[config.mk]
export PLATFORM = sky130hd
export DESIGN_NAME = program_loader
export DESIGN_NICKNAME = d
export VERILOG_FILES = /design/src/rtl/program_loader.sv
export SDC_FILE = /design/constraint.sdc
export NUM_CORES = 1
export LEC_CHECK = 0
export ABC_AREA = 0
export CAP_MARGIN = 5
export CORE_MARGIN = 2
export CORE_UTILIZATION = 55
export DETAILED_ROUTE_END_ITERATION = 8
export GPL_TIMING_DRIVEN = 0
export MAX_ROUTING_LAYER = met4
export PLACE_DENSITY_LB_ADDON = 0.05
export SYNTH_ARGS = -nofsm -noshare
export SYNTH_HDL_FRONTEND = slang
export SYNTH_SLANG_ARGS = --single-unit
[constraint.sdc]
create_clock -name clk -period 4.1 [get_ports clk]
set_input_delay 0.615 -clock clk [delete_from_list [all_inputs] [get_ports clk]]
set_output_delay 0.615 -clock clk [all_outputs]
set_load 0.01 [all_outputs]
[src/rtl/program_loader.sv]
// Program image loader: parses SYNC/LEN/data/CHK frames from a byte stream,
// writes the data bytes into CPU memory and releases the CPU once verified.
module program_loader #(
   parameter int         ADDR_W    = 8,
   parameter logic [7:0] SYNC_BYTE = 8'hA5
) (
   input  logic              clk,
   input  logic              reset,
   input  logic              in_valid,
   input  logic [7:0]        in_data,
   output logic              in_ready,
   input  logic              start,
   output logic              mem_we,
   output logic [ADDR_W-1:0] mem_addr,
   output logic [7:0]        mem_wdata,
   output logic              cpu_reset,
   output logic              done,
   output logic              error,
   // Debug view of the FSM: 0 WAIT_SYNC, 1 GET_LEN, 2 GET_DATA, 3 GET_CHK, 4 RUN, 5 ERROR
   output logic [2:0]        dbg_state
);

   // Stream handshake: a byte moves only on a rising edge with in_valid && in_ready.
   // in_valid may rise or fall on any cycle; in_ready is a pure function of state
   // and never depends on in_valid, so the source can wait on it safely.

   typedef enum logic [2:0] {
      WAIT_SYNC = 3'd0,
      GET_LEN   = 3'd1,
      GET_DATA  = 3'd2,
      GET_CHK   = 3'd3,
      RUN       = 3'd4,
      ERROR     = 3'd5
   } state_t;

   state_t            state;
   logic [7:0]        count;
   logic [7:0]        sum;
   logic [ADDR_W-1:0] ptr;
   logic              accept;
   logic              len_bad;

   assign in_ready  = (state != RUN) && (state != ERROR);
   assign accept    = in_valid && in_ready;
   assign dbg_state = state;

   // A length must be non-zero and must fit below the top of the address space.
   generate
      if (ADDR_W >= 8) begin : g_len_full
         assign len_bad = (in_data == 8'd0);
      end else begin : g_len_narrow
         assign len_bad = (in_data == 8'd0) || (in_data[7:ADDR_W] != '0);
      end
   endgenerate

   always_ff @(posedge clk or negedge reset) begin
      if (!reset) begin
         state     <= WAIT_SYNC;
         count     <= 8'd0;
         sum       <= 8'd0;
         ptr       <= '0;
         mem_we    <= 1'b0;
         mem_addr  <= '0;
         mem_wdata <= 8'd0;
         cpu_reset <= 1'b1;
         done      <= 1'b0;
         error     <= 1'b0;
      end else begin
         mem_we <= 1'b0;
         case (state)
            WAIT_SYNC: begin
               if (accept && (in_data == SYNC_BYTE)) begin
                  state <= GET_LEN;
               end
            end
            GET_LEN: begin
               if (accept) begin
                  count <= in_data;
                  sum   <= 8'd0;
                  ptr   <= '0;
                  if (len_bad) begin
                     state <= ERROR;
                     error <= 1'b1;
                  end else begin
                     state <= GET_DATA;
                  end
               end
            end
            GET_DATA: begin
               // Write is issued one cycle after acceptance from the registered copy.
               if (accept) begin
                  mem_we    <= 1'b1;
                  mem_addr  <= ptr;
                  mem_wdata <= in_data;
                  ptr       <= ptr + ADDR_W'(1);
                  count     <= count - 8'd1;
                  sum       <= sum + in_data;
                  if (count == 8'd1) begin
                     state <= GET_CHK;
                  end
               end
            end
            GET_CHK: begin
               if (accept) begin
                  if (in_data == sum) begin
                     state     <= RUN;
                     cpu_reset <= 1'b0;
                     done      <= 1'b1;
                  end else begin
                     state <= ERROR;
                     error <= 1'b1;
                  end
               end
            end
            RUN, ERROR: begin
               // Re-arm keeps memory contents; only the status is cleared.
               if (start) begin
                  state     <= WAIT_SYNC;
                  cpu_reset <= 1'b1;
                  done      <= 1'b0;
                  error     <= 1'b0;
               end
            end
            default: begin
               state     <= WAIT_SYNC;
               cpu_reset <= 1'b1;
               done      <= 1'b0;
               error     <= 1'b0;
            end
         endcase
      end
   end

endmodule

==> results of run 1 <==
==> cell families (layout without fill, tap and decap cells) <==
kind of cell             after synthesis  count (layout)  synth area share [%]
AND/OR/NAND/NOR                      116             116                  23.0
AO/OA/AOI/OAI                         73              73                  17.4
flip-flops                            47              47                  47.4
buffers and inverters                 20              64                  3.93
adder cells (fa/ha/maj)               11              11                  5.84
XOR/XNOR                               7               7                  2.47
==> flip-flops by register name (all words and copies together), names as in the netlist <==
signal and flops:
mem_wdata 8, done 1, cpu_reset 1, ptr 8, error 1, dbg_state 3, count 8, sum 8
mem_we 1, mem_addr 8
==> worst max-delay path by stage <==
stage          cells after the start            to        from
2_1_floorplan                      6     cpu_reset  in_data[2]
3_3_place_gp                       1  mem_wdata[7]       reset
3_5_place_dp                       6          done  in_data[2]
4_1_cts                            6          done  in_data[2]
5_1_grt                            6          done  in_data[2]
6_report                           6          done  in_data[2]
==> worst max-delay path, cell delays in order <==
cell and delay (ns):
clkdlybuf4s50_1 0.55, ha_1 0.43, or4_1 0.59, nor4_4 0.36
o21ai_2 0.11, a22oi_1 0.19
==> metrics by stage <==
step,hold WS [ns],std cells,power [mW],cell area [µm²]
after detailed placement,0.462,362,1.68,2920
after CTS,0.238,370,2.04,3030
after global placement,0.457,361,1.65,2900
after floorplan,0.319,274,1.34,2480
final,0.230,370,2.03,3030
after global routing,0.267,370,2.17,3030
==> area by class of cell <==
cell class / instances / area [µm²]
clock buffers: 5 / 68.8
fillers: 343 / 1330
repair buffers: 36 / 365
flip-flops and latches: 47 / 1180
clock inverters: 3 / 43.8
inverters: 7 / 26.3
well taps: 52 / 65.1
plain buffers: 13 / 71.3
multi-input cells: 207 / 1210
==> power by group through the flow <==
| stage | sequential [mW] | clock (mW) | combinational, mW |
|---|---|---|---|
| 3_5_place_dp | 0.737 | 0 | 0.943 |
| 5_1_grt | 0.748 | 0.370 | 1.05 |
| 3_3_place_gp | 0.733 | 0 | 0.916 |
| 2_1_floorplan | 0.752 | 0 | 0.589 |
| 4_1_cts | 0.730 | 0.359 | 0.950 |
| 6_report | 0.730 | 0.351 | 0.948 |
==> per-layer routing <==
layer  part of all wire (%)  global-route usage (%)  vias up
met5                      0                       -        -
met4                    2.3                    8.81        0
met3                    4.5                    4.36       13
met2                     47                    39.1       58
met1                     46                    34.7     1020
li1                       -                       -     1049
==> placed cells by master, fill, tap and decap left out, drive strengths merged, types with 3 or more instances in the layout <==
cell	n
xor2	5
ha	10
dfrtp	46
and3	3
a21oi	15
o21ai	33
a31oi	4
nand4	3
nor4	4
o31ai	3
a22oi	3
nor2	18
inv	7
a22o	3
clkdlybuf4s50	34
nor3	7
a211oi	3
buf	9
nand2	65
clkbuf	11
a21o	3
==> key figures, run 1 <==
Status
  – Status: complete, no violations

Floorplanning
  – Die height: 71.2 µm
  – Placeable core area: 4350 µm²
  – Die X: 71.2 µm
  – Row count: 24
  – Top Ports: 36
  – Initial Utilization: 57.1%
  – DIE AREA: 5070 µm²

Power and ir drop
  – Clock share of power: 17.3%
  – Net switching power figure: 0.801 mW
  – Gate power share: 46.7%
  – Flop pwr share: 36.0%
  – P_int: 1.23 mW
  – Net Sw Frac: 39.5%
  – Peak VDD IR: 0.440 mV
  – Lkg Pwr: 1.40 nW
  – Power Density: 670 nW/µm²

Worst setup path
  – Internal reg-to-reg setup slack: 2.02 ns
  – Critical path class: primary input to register
  – Worst EP required: 4.32 ns
  – CP max FO: 5
  – Reg-to-reg endpoint: done
  – Crit start category: primary input
  – Register-to-Register Path Depth: 5
  – Data arrival, critical path: 2.86 ns
  – Crit path capture type: register
  – FF-to-FF Start: sum[2]

Routing
  – Drt pass-1 iters: 4
  – Antenna Nets Post-Route: 0
  – Routed WL: 5760 µm
  – # DRC: 0
  – Vias: 2140
  – DR iter-0 viols: 109
  – Wire per inst: 15.6 µm
  – Drt via density: 5.78

Global route
  – Initial antenna violation count: 0
  – Global-route wire length before repair: 9890 µm
  – Largest net degree at the start of global routing: 32
  – Vias in the first global route: 2033
  – GR Overflow Total: 0
  – Total Routing Usage GR: 25.5%

Synthesis
  – Dominant cell type by area after synthesis: dfrtp_1
  – Synthesized cell area: 2480 µm²
  – Yosys top cell area share: 46.3%
  – Post-synthesis net count: 297
  – Post-synth ARST share: 100%
  – Synth Flop Type: dfrtp_1
  – Syn. warnings: 0
  – Register area share after synthesis: 47.4%
  – Most frequent cell after synthesis: nand2_1
  – Synth cell types: 48
  – Syn Area/Cell: 9.07 µm²
  – Mapped Cells: 274
  – Number of synthesized flops with an enable pin: 0
  – Area contributors post-synth: dfrtp_1 46%, nand2_1 9.8%, ha_1 5.0%
  – Post-synth top cells: 65 x nand2_1, 46 x dfrtp_1, 25 x o21ai_0, 18 x nor2_1, 15 x a21oi_1
  – #FFs+latches synth: 47

STA
  – Maximum clock rate: 0.379 GHz
  – Fin Clk Skew: 0.00553 ns
  – RSZ-0062 raised after global routing: no
  – Total negative slack: 0 ns
  – Max-slew violation count: 0
  – Worst-Margin Slew: 0.575 ns
  – Setup violators final: 0
  – Final worst slack: 1.46 ns
  – Final count of hold timing violations: 0
  – Min cycle time layout: 2.64 ns
  – Max_slew headroom: 61.6%
  – Final Cycle Share: 64.3%

Placed design
  – Hpwl dp: 4060 µm
  – Placer Congestion: 0.905
  – Setup WS pre-CTS: 1.13 ns
  – Port-buffer cells: 35

Clocking
  – # hold bufs at CTS: 0
  – Root Buffer Master: clkbuf_8
  – CTS tree: built
  – PostCTS Resize Cnt: 0
  – Clock Sink Count: 47
  – Clk slew on worst S/H paths: 0.09 ns
  – H-tree Lvls: 2
  – Clock Latency Late Sink: 0.31 ns
  – Post-CTS Setup Repair Bufs: 0
  – Clock tree buffer depth: 2
  – CTS buffer count: 5

Worst hold path
  – Worst Hold Class: primary input to async pin

Finish
  – Final Util: 69.5%
  – Share of layout cells above drive strength 1: 7.86%
  – Area growth from synthesis to layout: 21.9%
  – Number of diodes: 0
  – Layout net count: 340

Job
  – Max cap viols: 0
Note: power is estimated with default switching activity, not from simulation.
==> inputs of run 2 (changes only) <==
CORE_UTILIZATION = 54   (was 55)
clock period = 2.45 ns   (was 4.1 ns; I/O delays follow)
==> run 2 against run 1 <==
  * Largest power group unchanged
  * Critical endpoint unchanged
  * Combinational power is 67% higher
  * Critical path type unchanged
  * The flow now finishes with violations (negative hold slack)
  * Register-to-register slack worse by 1.7 ns
  * Global-route usage increased by 0.14 points
  * Clock skew grew 0.0073 ns
  * First-iteration DRC count grew 39%
  * Sequential power increased by 67%
  * Sequential cell count unchanged
  * Wire length fell by 0.21%
==> key figures, run 2 (same netlist as run 1, synthesis figures left out) <==
Status
  – Status: finished, violations left
  – Failing checks: negative hold slack

Finish
  – Number of diodes: 0 (unchanged)
  – Fillers: 381 (+11%)
  – Layout net count: 340 (unchanged)
  – Design area: 3020 µm² (-0.37%)
  – Final Util: 68.8% (-0.73 points)
  – Layout Cells excl Fill: 370 (unchanged)
  – Commonest non-fill, non-tap cell in the layout: nand2_1
  – Area growth from synthesis to layout: 21.4%
  – Multi-input gate area: 1210 µm² (unchanged)
  – Share of layout cells above drive strength 1: 7.86% (unchanged)
  – Commonest cells after routing, fill and taps aside: 65 x nand2_1, 46 x dfrtp_1, 33 x clkdlybuf4s50_1
  – Reg area: 1180 µm² (unchanged)

Routing
  – # DRC: 0 (unchanged)
  – Wire per inst: 15.5 µm (-0.21%)
  – Drt via density: 5.81 (+0.37%)
  – Routed WL: 5750 µm (-0.21%)
  – DR iter-0 viols: 152 (+39%)
  – Vias: 2148 (+0.37%)
  – Antenna Nets Post-Route: 0 (unchanged)
  – Drt pass-1 iters: 4 (unchanged)

STA
  – Fin Clk Skew: 0.0129 ns (+0.00735 ns)
  – Worst-Margin Slew: 0.512 ns (-0.0631 ns)
  – RSZ-0062 raised after global routing: no
  – Maximum clock rate: 0.428 GHz
  – Final count of hold timing violations: 4 (+4)
  – Setup violators final: 0 (unchanged)
  – Max-slew violation count: 0 (unchanged)
  – Hold_ws: -0.00362 ns (-0.234 ns)
  – Min cycle time layout: 2.34 ns
  – Final Cycle Share: 95.3%
  – Max_slew headroom: 65.9% (+4.2 points)

Placed design
  – Port-buffer cells: 35 (unchanged)
  – Cell Area, Placed: 2920 µm² (unchanged)
  – Placer Congestion: 0.890 (-1.7%)
  – Cells after DPL: 362 (unchanged)
  – Hpwl dp: 4140 µm (+2.2%)

Clocking
  – Clock tree buffer depth: 2 (unchanged)
  – PostCTS Resize Cnt: 0 (unchanged)
  – Root Buffer Master: clkbuf_8
  – # hold bufs at CTS: 0 (unchanged)
  – Clock Latency Late Sink: 0.31 ns (about the same)
  – Clk slew on worst S/H paths: 0.10 ns (about the same)
  – H-tree Lvls: 2 (unchanged)
  – Post-CTS Setup Repair Bufs: 0 (unchanged)
  – CTS buffer count: 5 (unchanged)
  – CTS tree: built
  – Clock Sink Count: 47 (unchanged)

Global route
  – Vias in the first global route: 2124 (+4.5%)
  – Global-route wire length before repair: 10000 µm (+1.6%)
  – Largest net degree at the start of global routing: 31 (-3.1%)
  – Total Routing Usage GR: 25.7% (+0.14 points)
  – Initial antenna violation count: 0 (unchanged)
  – GR Overflow Total: 0 (unchanged)

Worst setup path
  – Crit start category: primary input
  – Worst EP required: 2.67 ns (-1.65 ns)
  – Crit path capture type: register
  – Data arrival, critical path: 2.55 ns (-0.31 ns)
  – Critical path class: primary input to register
  – CP max FO: 5 (unchanged)

Floorplanning
  – DIE AREA: 5160 µm² (+1.7%)
  – Initial Utilization: 56.7% (-0.39 points)
  – Row count: 24 (unchanged)
  – Top Ports: 36 (unchanged)
  – Die height: 71.8 µm (+0.87%)
  – Placeable core area: 4380 µm² (+0.69%)
  – Die X: 71.8 µm (+0.87%)

Power and ir drop
  – Power Density: 1100 nW/µm² (+64%)
  – Total Power: 3.32 mW (+63%)
  – Peak VDD IR: 0.704 mV (+60%)
  – Lkg Pwr: 1.40 nW (-0.11%)

Worst hold path
  – Worst Hold Class: primary input to async pin

Job
  – Max cap viols: 0 (unchanged)
run 2: cell count changes in the layout (fill, tap and decap cells not counted), sizes merged:
cell           before  now
bufinv              1    0
clkbuf             11   12
clkdlybuf4s50      34   33
clkinv              2    1
clkinvlp            0    1
dlymetal6s2s        0    1
run 2: layout make-up:
class	count	share of cell area, %
Sequential cell	47	39.0
Clock inverter	2	0.539
Inverter	7	0.871
Tap cell	52	2.16
Buffer	13	2.36
Timing Repair Buffer	36	12.2
Multi-Input combinational cell	207	40.1
Clock buffer	6	2.74
run 2: through the flow:
step	setup TNS [ns]	hold slack [ns]	setup slack, ns
6_report	0	-0.00362	0.114
2_1_floorplan	0	0.0719	0.488
3_5_place_dp	-0.880	0.339	-0.244
3_3_place_gp	-16.21	0.457	-0.334
5_1_grt	0	0.0317	0.0177
4_1_cts	0	0.00104	0.0813
run 2: path summary, 6_finish.rpt:
kind | start | end | slack [ns] | cells after the start
min reg2reg | mem_addr[1] | mem_addr[1] | 0.48 | 2
max | in_data[2] | done | 0.11 | 6
min in group clk | in_data[5] | mem_wdata[5] | 0.46 | 3
max reg2reg | sum[2] | done | 0.35 | 5
min | reset | sum[0] | -0.004 | 1
max in group asynchronous | reset | count[0] | 1.95 | 2
run 2: worst max-delay path, stage by stage:
cell	delay [ns]
clkdlybuf4s50_1	0.52
ha_1	0.41
or4_1	0.60
nor4_4	0.36
o21ai_2	0.11
a22oi_1	0.19
run 2: metal layers:
layer	vias up	GRT usage, %	part of all wire, %	wire, µm
li1	1050	-	-	-
met1	1023	31.8	45	2570
met2	63	43.4	49	2820
met3	12	4.08	4.4	254
met4	0	7.76	1.8	101
met5	-	-	0	0
run 2: power by group:
part | switching [mW] | total [mW] | internal, mW
logic | 0.863 | 1.58 | 0.722
clock network | 0.279 | 0.510 | 0.231
registers | 0.193 | 1.22 | 1.03
total | 1.34 | 3.32 | 1.98
